==> src/rtl/glyph_blitter.sv <==
// Positions and scales a 5x5 glyph over the VGA raster: drives the ROM row index, colours the returned row bits.
// Latency: 2 cycles from pix_x/pix_y/video_on to rgb/pix_valid. Backpressure: none, one pixel per clock.
// Optional blink, enabled by defining GLYPH_BLINK_EN.
module glyph_blitter #(
    parameter int SCALE_LOG2 = 2,
    parameter int ORG_X_INIT = 300,
    parameter int ORG_Y_INIT = 220,
    parameter int BLINK_BITS = 5
) (
    input  logic       clk,
    input  logic       rst_n,
    input  logic [9:0] pix_x,
    input  logic [9:0] pix_y,
    input  logic       video_on,
    input  logic       frame_start,
    input  logic       org_load,
    input  logic [9:0] org_x_in,
    input  logic [9:0] org_y_in,
    input  logic [7:0] fg_color,
    input  logic [7:0] bg_color,
    output logic [2:0] rom_row,
    input  logic [4:0] rom_code,
    output logic [7:0] rgb,
    output logic       pix_valid
);

    localparam logic [10:0] GLYPH_SPAN = 11'(5 << SCALE_LOG2);
    localparam logic [9:0]  INIT_X     = 10'(ORG_X_INIT);
    localparam logic [9:0]  INIT_Y     = 10'(ORG_Y_INIT);

    logic [9:0] act_x_q, act_x_d, act_y_q, act_y_d;
    logic [9:0] pend_x_q, pend_x_d, pend_y_q, pend_y_d;

    logic [2:0] rom_row_q, rom_row_d;
    logic [2:0] col_q, col_d;
    logic       hit_q, hit_d;
    logic       von_q, von_d;
    logic [7:0] rgb_q, rgb_d;
    logic       pix_valid_q, pix_valid_d;

    logic [10:0] x_end, y_end;
    logic [9:0]  dx, dy;
    logic        in_x, in_y;
    logic [2:0]  bit_sel;
    logic        blink_hide;

`ifdef GLYPH_BLINK_EN
    logic [BLINK_BITS-1:0] blink_q, blink_d;

    always_comb begin
        blink_d = blink_q;
        if (frame_start) begin
            blink_d = blink_q + BLINK_BITS'(1);
        end
    end

    always_ff @(posedge clk or negedge rst_n) begin
        if (!rst_n) begin
            blink_q <= '0;
        end else begin
            blink_q <= blink_d;
        end
    end

    assign blink_hide = blink_q[BLINK_BITS-1];
`else
    assign blink_hide = 1'b0 & (BLINK_BITS > 0);
`endif

    // Same-cycle load and frame_start: active picks up the old pending value.
    always_comb begin
        pend_x_d = pend_x_q;
        pend_y_d = pend_y_q;
        act_x_d  = act_x_q;
        act_y_d  = act_y_q;
        if (org_load) begin
            pend_x_d = org_x_in;
            pend_y_d = org_y_in;
        end
        if (frame_start) begin
            act_x_d = pend_x_q;
            act_y_d = pend_y_q;
        end
    end

    // 11-bit window ends so a glyph near 1023 is clipped rather than wrapped to 0.
    always_comb begin
        x_end = {1'b0, act_x_q} + GLYPH_SPAN;
        y_end = {1'b0, act_y_q} + GLYPH_SPAN;
        in_x  = ({1'b0, pix_x} >= {1'b0, act_x_q}) && ({1'b0, pix_x} < x_end);
        in_y  = ({1'b0, pix_y} >= {1'b0, act_y_q}) && ({1'b0, pix_y} < y_end);
        dx    = pix_x - act_x_q;
        dy    = pix_y - act_y_q;

        rom_row_d = in_y ? 3'(dy >> SCALE_LOG2) : 3'd0;
        col_d     = in_x ? 3'(dx >> SCALE_LOG2) : 3'd0;
        hit_d     = in_x & in_y & video_on & ~blink_hide;
        von_d     = video_on;
    end

    always_comb begin
        bit_sel     = 3'd4 - col_q;
        rgb_d       = 8'h00;
        pix_valid_d = von_q;
        if (von_q) begin
            rgb_d = (hit_q && rom_code[bit_sel]) ? fg_color : bg_color;
        end
    end

    always_ff @(posedge clk or negedge rst_n) begin
        if (!rst_n) begin
            act_x_q     <= INIT_X;
            act_y_q     <= INIT_Y;
            pend_x_q    <= INIT_X;
            pend_y_q    <= INIT_Y;
            rom_row_q   <= 3'd0;
            col_q       <= 3'd0;
            hit_q       <= 1'b0;
            von_q       <= 1'b0;
            rgb_q       <= 8'h00;
            pix_valid_q <= 1'b0;
        end else begin
            act_x_q     <= act_x_d;
            act_y_q     <= act_y_d;
            pend_x_q    <= pend_x_d;
            pend_y_q    <= pend_y_d;
            rom_row_q   <= rom_row_d;
            col_q       <= col_d;
            hit_q       <= hit_d;
            von_q       <= von_d;
            rgb_q       <= rgb_d;
            pix_valid_q <= pix_valid_d;
        end
    end

    assign rom_row   = rom_row_q;
    assign rgb       = rgb_q;
    assign pix_valid = pix_valid_q;

endmodule

==> config.mk <==
export PLATFORM = sky130hd
export DESIGN_NAME = glyph_blitter
export DESIGN_NICKNAME = d
export VERILOG_FILES = /design/src/rtl/glyph_blitter.sv
export SDC_FILE = /design/constraint.sdc
export NUM_CORES = 1
export LEC_CHECK = 0
export ABC_AREA = 0
export BUFFER_PORTS_ARGS = -buffer_cell sky130_fd_sc_hd__buf_2
export CAP_MARGIN = 20
export CORE_ASPECT_RATIO = 1.1
export CORE_MARGIN = 1
export CORE_UTILIZATION = 55
export CTS_BUF_LIST = sky130_fd_sc_hd__clkbuf_16
export CTS_CLUSTER_SIZE = 30
export DETAILED_ROUTE_END_ITERATION = 8
export MAX_ROUTING_LAYER = met4
export PLACE_DENSITY = 0.8
export SYNTH_ARGS = -nofsm -noshare
export SYNTH_HDL_FRONTEND = slang
export SYNTH_SLANG_ARGS = --single-unit
==> constraint.sdc <==
create_clock -name clk -period 3.7 [get_ports clk]
set_clock_uncertainty 0.15 [all_clocks]
set_input_delay 0.555 -clock clk [delete_from_list [all_inputs] [get_ports clk]]
set_output_delay 0.555 -clock clk [all_outputs]
set_load 0.05 [all_outputs]
### Word level (Yosys, flattened, before mapping)

Cells that the tools add are included.

| operators by class | value |
|---|---|
| reductions and logical operators | 3 |
| bitwise logic cells | 2 |
| $lt $le $gt $ge | 5 |
| $add $sub $neg | 5 |
| muxes and demuxes | 6 |

Operators with widths:

| cell | count |
|---|---|
| adder 10 x 5 -> 11 bit (second input constant) | 2 |
| < comparator 10 x 11 -> 1 bit | 2 |
| >= comparator 10 bit | 2 |
| two-way mux 8 bit | 2 |
| subtractor 5 bit | 2 |
| two-way mux 3 bit | 2 |
| < comparator 3 x 4 -> 1 bit (second input constant) | 1 |
| binary-select mux 1 bit (select 3 bit) | 1 |
| logical AND 1 bit | 3 |
| subtractor 3 bit (first input constant) | 1 |
| bitwise AND 1 bit | 2 |
| two-way mux 1 bit | 1 |

| word-level totals | value |
|---|---|
| logic and storage cells | 31 |
| register bits | 57 |
| output and inout bits | 12 |
| input bits | 66 |

### Logic depth before layout (Yosys ltp)

Gate-level depths: netlist of run 1.

| logic depth | value |
|---|---|
| depth in word-level cells | 6 |
| mapped depth | 10 |
| mapped depth without buffers | 10 |

### Worst setup path after synthesis of run 1

No wires, ideal clock.

| timing | value |
|---|---|
| path type | reg2reg |
| from | reg act_x_q[5] |
| to | reg col_q[0] |
| path slack | 1.331 ns |
| period minus slack after synthesis | 2.369 ns |
| arrival time | 2.098 ns |
| stages on the path, launching flop included | 11 |
| buffers on the path | 0 |
| library setup time | 0.120 ns |
| required time | 3.430 ns |
| path through | dfstp_2 -> inv_1 -> nor3_1 -> nand3_1 -> xnor2_1 -> ha_1 -> and4_1 -> o2111ai_2 -> a31oi_1 -> a21oi_2 -> and3b_2 |

| between the ends | value |
|---|---|
| word-level cells in the longest chain between the ends | 4 |
| elaborated cells between the ends (all ways) | 5 |
| those cells by class | add/sub: 1; order compare: 2; mux: 1; reduce/logical: 1 |

RTL lines:

| item | RTL line | text |
|---|---|---|
| from (decl) | 31 | `logic [9:0] act_x_q, act_x_d, act_y_q, act_y_d;` |
| from (signal assigned) | 123 | `act_x_q <= act_x_d;` |
| adder 10 x 5 -> 11 bit | 88 | `x_end = {1'b0, act_x_q} + GLYPH_SPAN;` |
| < comparator 10 x 11 -> 1 bit | 90 | `in_x = ({1'b0, pix_x} >= {1'b0, act_x_q}) && ({1'b0, pix_x} < x_end);` |
| logical AND 1 bit (*) | 90 |  |
| two-way mux 3 bit (*) | 96 | `col_d = in_x ? 3'(dx >> SCALE_LOG2) : 3'd0;` |
| named net col_d[0] | 35 | `logic [2:0] col_q, col_d;` |
| to (signal assigned) | 128 | `col_q <= col_d;` |
| to (decl) | 35 |  |

Mark *: on every way through the listed nets, which the timed path passes. The rest lies on a longest branch.
A chain may end at the register's enable or synchronous reset.

### Worst setup path after layout of run 1

| timing | value |
|---|---|
| from | reg act_y_q[2] |
| to | reg rom_row_q[0] (netlist: rom_row[0]) |

| between the ends | value |
|---|---|
| word-level cells in the longest chain between the ends | 4 |
| elaborated cells between the ends (all ways) | 6 |
| those cells by class | add/sub: 2; order compare: 2; mux: 1; reduce/logical: 1 |

RTL lines:

| item | RTL line | text |
|---|---|---|
| from (decl) | 31 |  |
| from (signal assigned) | 124 | `act_y_q <= act_y_d;` |
| adder 10 x 5 -> 11 bit | 89 | `y_end = {1'b0, act_y_q} + GLYPH_SPAN;` |
| < comparator 10 x 11 -> 1 bit | 91 | `in_y = ({1'b0, pix_y} >= {1'b0, act_y_q}) && ({1'b0, pix_y} < y_end);` |
| logical AND 1 bit | 91 |  |
| two-way mux 3 bit (*) | 95 | `rom_row_d = in_y ? 3'(dy >> SCALE_LOG2) : 3'd0;` |
| named net rom_row_d[0] | 34 | `logic [2:0] rom_row_q, rom_row_d;` |
| to (signal assigned) | 127 | `rom_row_q <= rom_row_d;` |
| to (decl) | 34 |  |

Marks and branches as above.

==> results.py, run 1 <==
metrics = {
    "status": {
        "outcome": "completed",
    },
    "die": {
        "die_h_um": 83.7,
        "core_sq_um": 5810,
        "rows": 29,
        "num_io_pins": 78,
        "die_w_um": 76.2,
        "initial_core_util_pct": 57.4,
        "die_area_sq_um": 6380,
    },
    "detailed_routing": {
        "dr.pass1.iters": 6,
        "drcViolationCount": 0,
        "drt_iter0_markers": 104,
        "wl_um": 6650,
        "via_count": 2548,
        "vias_per_cell": 5.31,
        "wire_per_inst_um": 13.9,
        "antenna_left": 0,
    },
    "setup_path": {
        "cpPeakStageDelay_ns": 0.55,
        "critPathMaxFanout": 4,
        "critical_path.slowest_cell": "dfstp_2",
        "worstSetupPathType": "reg2reg",
        "crit_buf_inv": 0,
        "critPathMostFrequentCell": "ha_1",
        "cp-start-kind": "register",
        "required_ns": 3.78,
        "end_kind": "register",
        "path_delay_family": "compound AO/OA/AOI/OAI gates",
        "cp_cell_sequence": "ha_1 -> o2111ai_1 -> xnor2_1 -> ha_1 -> a21o_1 -> a21oi_1 -> o21ai_0 -> o22ai_1 -> nand2_1 -> nor3b_1",
        "worstPathArrival_ns": 2.74,
    },
    "global_routing": {
        "overflow": 0,
        "grt_max_degree": 42,
        "grtUsageTotal_pct": 24.5,
        "grt.busiest_layer": "met2",
        "met2_usage_pct": 38.0,
        "antenna_found_initial": 0,
        "grt_pass1_wl_um": 11600,
        "use_met1_pct": 29.4,
        "gr-usage-met3_pct": 5.25,
        "grt_pass1_vias": 2578,
    },
    "power": {
        "p_total_mw": 2.06,
        "powerDensity_nw_per_um2": 507,
        "p_leak_nw": 1.99,
        "irDropWorstVdd_v": 0.000353,
    },
    "sta": {
        "finalHoldViolations": 0,
        "slew_headroom_pct": 41.7,
        "min_period_ns": 2.65,
        "setup_tns_ns": 0,
        "period_share_pct": 71.8,
        "fmax_ghz": 0.377,
        "tightest_slew_ns": 0.875,
        "rsz0062_at_grt": "false",
        "hold_ws_ns": 0.191,
        "drv_slew": 0,
        "setup_viol": 0,
    },
    "yosys": {
        "synth.avg_cell_area_sq_um": 10.5,
        "synth_top_area_cell": "dfrtp_1",
        "yosys_warnings": 0,
        "ys.flop_type": "dfrtp_1",
        "ys_types": 44,
        "synthTopCellsByArea": "dfrtp_1 (29%), ha_1 (15%), dfstp_2 (14%)",
        "ys_seq_area_share_pct": 43.5,
        "syn-instance-count": 318,
        "ys_ff_latch": 57,
        "syn_area_sq_um": 3330,
        "synth_top_area_share_pct": 29.3,
        "synth_common_cells": "dfrtp_1 (39), ha_1 (39), o21ai_0 (34)",
        "syn-num-nets": 423,
        "async_flop_share_pct": 100,
        "synth_edf_count": 0,
    },
    "cts": {
        "htreeDepth": 3,
        "cts_resized": 0,
        "path_clk_slew_ns": 0.05,
        "hold_buffers": 0,
        "cts_buffers": 9,
        "clockBufferDepth": 2,
        "clock_sinks": 57,
        "cts_tree": "yes",
        "clock_latency_ns": 0.33,
        "cts.root.buffer_cell": "clkbuf_16",
        "post_cts_buffers": 0,
    },
    "place": {
        "routabilityCongestion": 0.856,
        "placed_area_sq_um": 3770,
        "hpwl_um": 4980,
        "portBuffers": 77,
        "placed_cells": 464,
    },
    "cells_and_area": {
        "stdcell_area_sq_um": 4060,
        "multi_input_comb_area_sq_um": 1730,
        "instances_no_fill": 480,
        "insertedDiodeCount": 0,
        "syn_to_final_growth_pct": 21.7,
        "drive_above_1_share_pct": 36.7,
        "ff_latch_area_sq_um": 1450,
        "num-fill-cells": 427,
        "nets": 503,
    },
    "hold_path": {
        "hp-class": "in2async",
    },
    "job": {
        "max-cap-violations": 0,
    },
}
==> cell families (layout without fill, tap and decap cells) <==
group | count (synthesis) | count (layout) | synth area share [%]
muxes | 23 | 23 | 8.11
AOI/OAI and AO/OA | 69 | 69 | 12.5
and+or+nand+nor | 77 | 77 | 12.2
xor gates and xnor gates | 17 | 17 | 4.47
adders and majority gates | 39 | 39 | 14.6
DFF | 57 | 57 | 43.5
buffers and inverters | 36 | 121 | 4.65
==> registers in the layout (all words and copies together), names as in the netlist <==
register and cells:
act_x_q 10, col_q 3, rom_row 3, rgb 8, hit_q 1, act_y_q 10
pix_valid 1, pend_x_q 10, pend_y_q 10, pix_valid_d 1
==> worst paths after layout <==
kind                                            to  slack, ns               startpoint  cells after the start
setup / recovery              rom_row[0]$_DFF_PN0_       1.05   act_y_q[2]$_DFFE_PN1P_                     10
hold / removal             pend_x_q[1]$_DFFE_PN0P_       0.19                    rst_n                      1
setup reg to reg              rom_row[0]$_DFF_PN0_       1.05   act_y_q[2]$_DFFE_PN1P_                     10
hold reg to reg             act_y_q[1]$_DFFE_PN0P_       0.33  pend_y_q[1]$_DFFE_PN0P_                      2
max in group asynchronous       col_q[0]$_DFF_PN0_       2.46                    rst_n                      2
min in group clk             pix_valid_d$_DFF_PN0_       0.20                 video_on                      1
==> final cells by class <==
type	instances	area share, %
multi-input cells	225	42.6
flip-flops and latches	57	35.7
repair buffers	78	9.69
clock buffers	9	5.55
inverters	27	2.50
well taps	77	2.38
clock inverters	7	1.54
==> cell usage in the layout (no fill, tap or decap), drive strengths merged, types with 3 or more instances in the layout <==
master	instances
a21o	4
a21oi	15
buf	78
clkbuf	9
clkinv	3
dfrtp	39
dfstp	18
ha	39
inv	28
mux2	22
nand2	34
nand3	16
nor2	6
nor2b	4
nor3	4
o2111ai	3
o21ai	37
xnor2	14
xor2	3
==> where the power goes <==
part / internal [mW] / total [mW] / switching, mW
Combinational: 0.225 / 0.516 / 0.290
Sequential: 0.711 / 0.755 / 0.0437
Clock: 0.511 / 0.785 / 0.274
==> metrics by stage <==
stage | setup WS [ns] | utilization, %
finish | 1.05 | 69.9
global route | 0.955 | 69.9
CTS | 1.12 | 69.9
detailed placement | 1.13 | 64.9
global placement | 1.22 | 64.9
floorplan | 1.33 | -
==> metal layers <==
metal,up-vias,part of all wire [%]
li1,1275,-
met1,1160,45
met2,92,46
met3,21,5.2
met4,0,3.8
met5,-,0
No activity file was read; power rests on OpenSTA's default activity.
==> run 2, diff against run 1 <==
--- a/config.mk
+++ b/config.mk
@@ -10,12 +10,12 @@
 export CAP_MARGIN = 20
 export CORE_ASPECT_RATIO = 1.1
 export CORE_MARGIN = 1
-export CORE_UTILIZATION = 55
+export CORE_UTILIZATION = 54
 export CTS_BUF_LIST = sky130_fd_sc_hd__clkbuf_16
 export CTS_CLUSTER_SIZE = 30
 export DETAILED_ROUTE_END_ITERATION = 8
 export MAX_ROUTING_LAYER = met4
-export PLACE_DENSITY = 0.8
+export PLACE_DENSITY = 0.79
 export SYNTH_ARGS = -nofsm -noshare
 export SYNTH_HDL_FRONTEND = slang
 export SYNTH_SLANG_ARGS = --single-unit
==> constraint.sdc (replaced) <==
create_clock -name clk -period 2.7 [get_ports clk]
set_clock_uncertainty 0.15 [all_clocks]
set_input_delay 0.405 -clock clk [delete_from_list [all_inputs] [get_ports clk]]
set_output_delay 0.405 -clock clk [all_outputs]
set_load 0.05 [all_outputs]
==> results.py, run 2 (synthesis results as in run 1) <==
metrics = {
    "setup_path": {
        "cp-start-kind": "register",
        "worstPathArrival_ns": 2.65,
        "required_ns": 2.79,
        "critical_path.slowest_cell": "dfstp_2",
        "critPathMaxFanout": 4,
        "end_kind": "register",
        "cp_cell_sequence": "ha_4 -> o2111ai_1 -> xnor2_1 -> ha_1 -> a21o_1 -> a21oi_1 -> o21ai_0 -> o22ai_1 -> nand2_1 -> nor3b_2",
        "cp-startpoint": "act_y_q[2]$_DFFE_PN1P_",
        "worstSetupPathType": "reg2reg",
        "cpPeakStageDelay_ns": 0.58,
        "r2r-start": "act_y_q[2]$_DFFE_PN1P_",
    },
    "cells_and_area": {
        "num-fill-cells": 454,
        "insertedDiodeCount": 0,
        "multi_input_comb_area_sq_um": 1750,
        "ff_latch_area_sq_um": 1450,
        "stdcell_area_sq_um": 4080,
        "instances_no_fill": 482,
        "syn_to_final_growth_pct": 22.5,
        "final_cell_mix": "buf_2 (77), dfrtp_1 (39), ha_1 (38)",
        "drive_above_1_share_pct": 37.8,
        "nets": 505,
        "layout_commonest_cell": "buf_2",
    },
    "die": {
        "num_io_pins": 78,
        "die_area_sq_um": 6490,
        "core_sq_um": 5880,
        "rows": 29,
        "die_w_um": 76.9,
        "die_h_um": 84.4,
        "initial_core_util_pct": 56.7,
    },
    "cts": {
        "clockBufferDepth": 2,
        "cts_tree": "yes",
        "cts_buffers": 9,
        "path_clk_slew_ns": 0.05,
        "htreeDepth": 3,
        "clock_latency_ns": 0.33,
        "clock_sinks": 57,
        "post_cts_buffers": 0,
        "cts.root.buffer_cell": "clkbuf_16",
    },
    "place": {
        "portBuffers": 77,
        "routabilityCongestion": 0.824,
        "placed_cells": 465,
        "placed_area_sq_um": 3780,
        "hpwl_um": 5110,
    },
    "hold_path": {
        "hp-class": "in2reg",
        "hp-start": "video_on",
    },
    "sta": {
        "fmax_ghz": 0.392,
        "hold_ws_ns": 0.0468,
        "min_period_ns": 2.55,
        "drv_slew": 0,
        "tightest_slew_ns": 0.589,
        "rsz0062_at_grt": "false",
        "setup_tns_ns": 0,
        "period_share_pct": 94.5,
        "setup_viol": 0,
        "finalHoldViolations": 0,
        "slew_headroom_pct": 60.7,
    },
    "power": {
        "powerDensity_nw_per_um2": 677,
        "p_leak_nw": 1.99,
        "irDropWorstVdd_v": 0.000403,
    },
    "detailed_routing": {
        "via_count": 2564,
        "wire_per_inst_um": 13.8,
        "dr.pass1.iters": 4,
        "vias_per_cell": 5.32,
        "drcViolationCount": 0,
        "drt_iter0_markers": 112,
        "antenna_left": 0,
        "wl_um": 6680,
    },
    "global_routing": {
        "grt_max_degree": 39,
        "overflow": 0,
        "antenna_found_initial": 0,
        "grt_pass1_wl_um": 11400,
        "grtUsageTotal_pct": 23.5,
        "grt_pass1_vias": 2506,
    },
    "status": {
        "outcome": "completed",
    },
    "job": {
        "max-cap-violations": 0,
    },
}
run 2: cell type report:
cell class                 count  share of cell area [%]
clock buffer                   9                    5.52
clock inverter                 7                    1.20
inverter                      27                    2.48
multi-input combinational    225                    42.9
sequential                    57                    35.5
tap                           77                    2.36
timing repair buffer          80                    10.1
run 2: worst paths after layout:
kind	depth (start not counted)	slack [ns]	end
worst max-delay path	10	0.15	rom_row[0]$_DFF_PN0_
worst min-delay path	1	0.05	pix_valid_d$_DFF_PN0_
worst max register to register	10	0.15	rom_row[0]$_DFF_PN0_
worst min register to register	2	0.33	act_x_q[4]$_DFFE_PN0P_
max in group asynchronous	3	1.22	pend_x_q[8]$_DFFE_PN1P_
min in group asynchronous	2	0.47	col_q[0]$_DFF_PN0_
run 2: metrics by stage:
stage / power [mW] / utilization (%) / setup WS, ns
final: 2.76 / 69.5 / 0.148
after global routing: 2.93 / 69.5 / 0.00226
after CTS: 2.77 / 69.1 / 0.0547
after detailed placement: 1.75 / 64.2 / 0.0791
after global placement: 1.71 / 64.2 / 0.225
after floorplan: 1.55 / - / 0.331
run 2: power breakdown:
group	total, mW	internal, mW	switching (mW)
Clock	1.01	0.616	0.394
Sequential	1.03	0.974	0.0603
Combinational	0.720	0.316	0.404
run 2: critical path: cells and delay by family, from the launching register on:
kind / cells / cell delay [ns]
compound gates: 5 / 0.75
fa+ha+maj: 2 / 0.46
xor+xnor: 1 / 0.15
simple gates: 2 / 0.37
flops: 1 / 0.58
run 2: layer usage:
metal	wire length (um)	vias up	global-route usage, %
met4	122	0	10.1
met1	3090	1203	28.0
met2	3160	75	37.3
met5	0	-	-
met3	300	9	6.52
li1	-	1277	-
run 2: what timing repair did:
| item | CTS | global route |
|---|---|---|
| hold endpoints to repair | 20 | 0 |
| hold buffers | 1 | 0 |
| resized for setup | 0 | 4 |
| setup endpoints to repair | 0 | 5 |
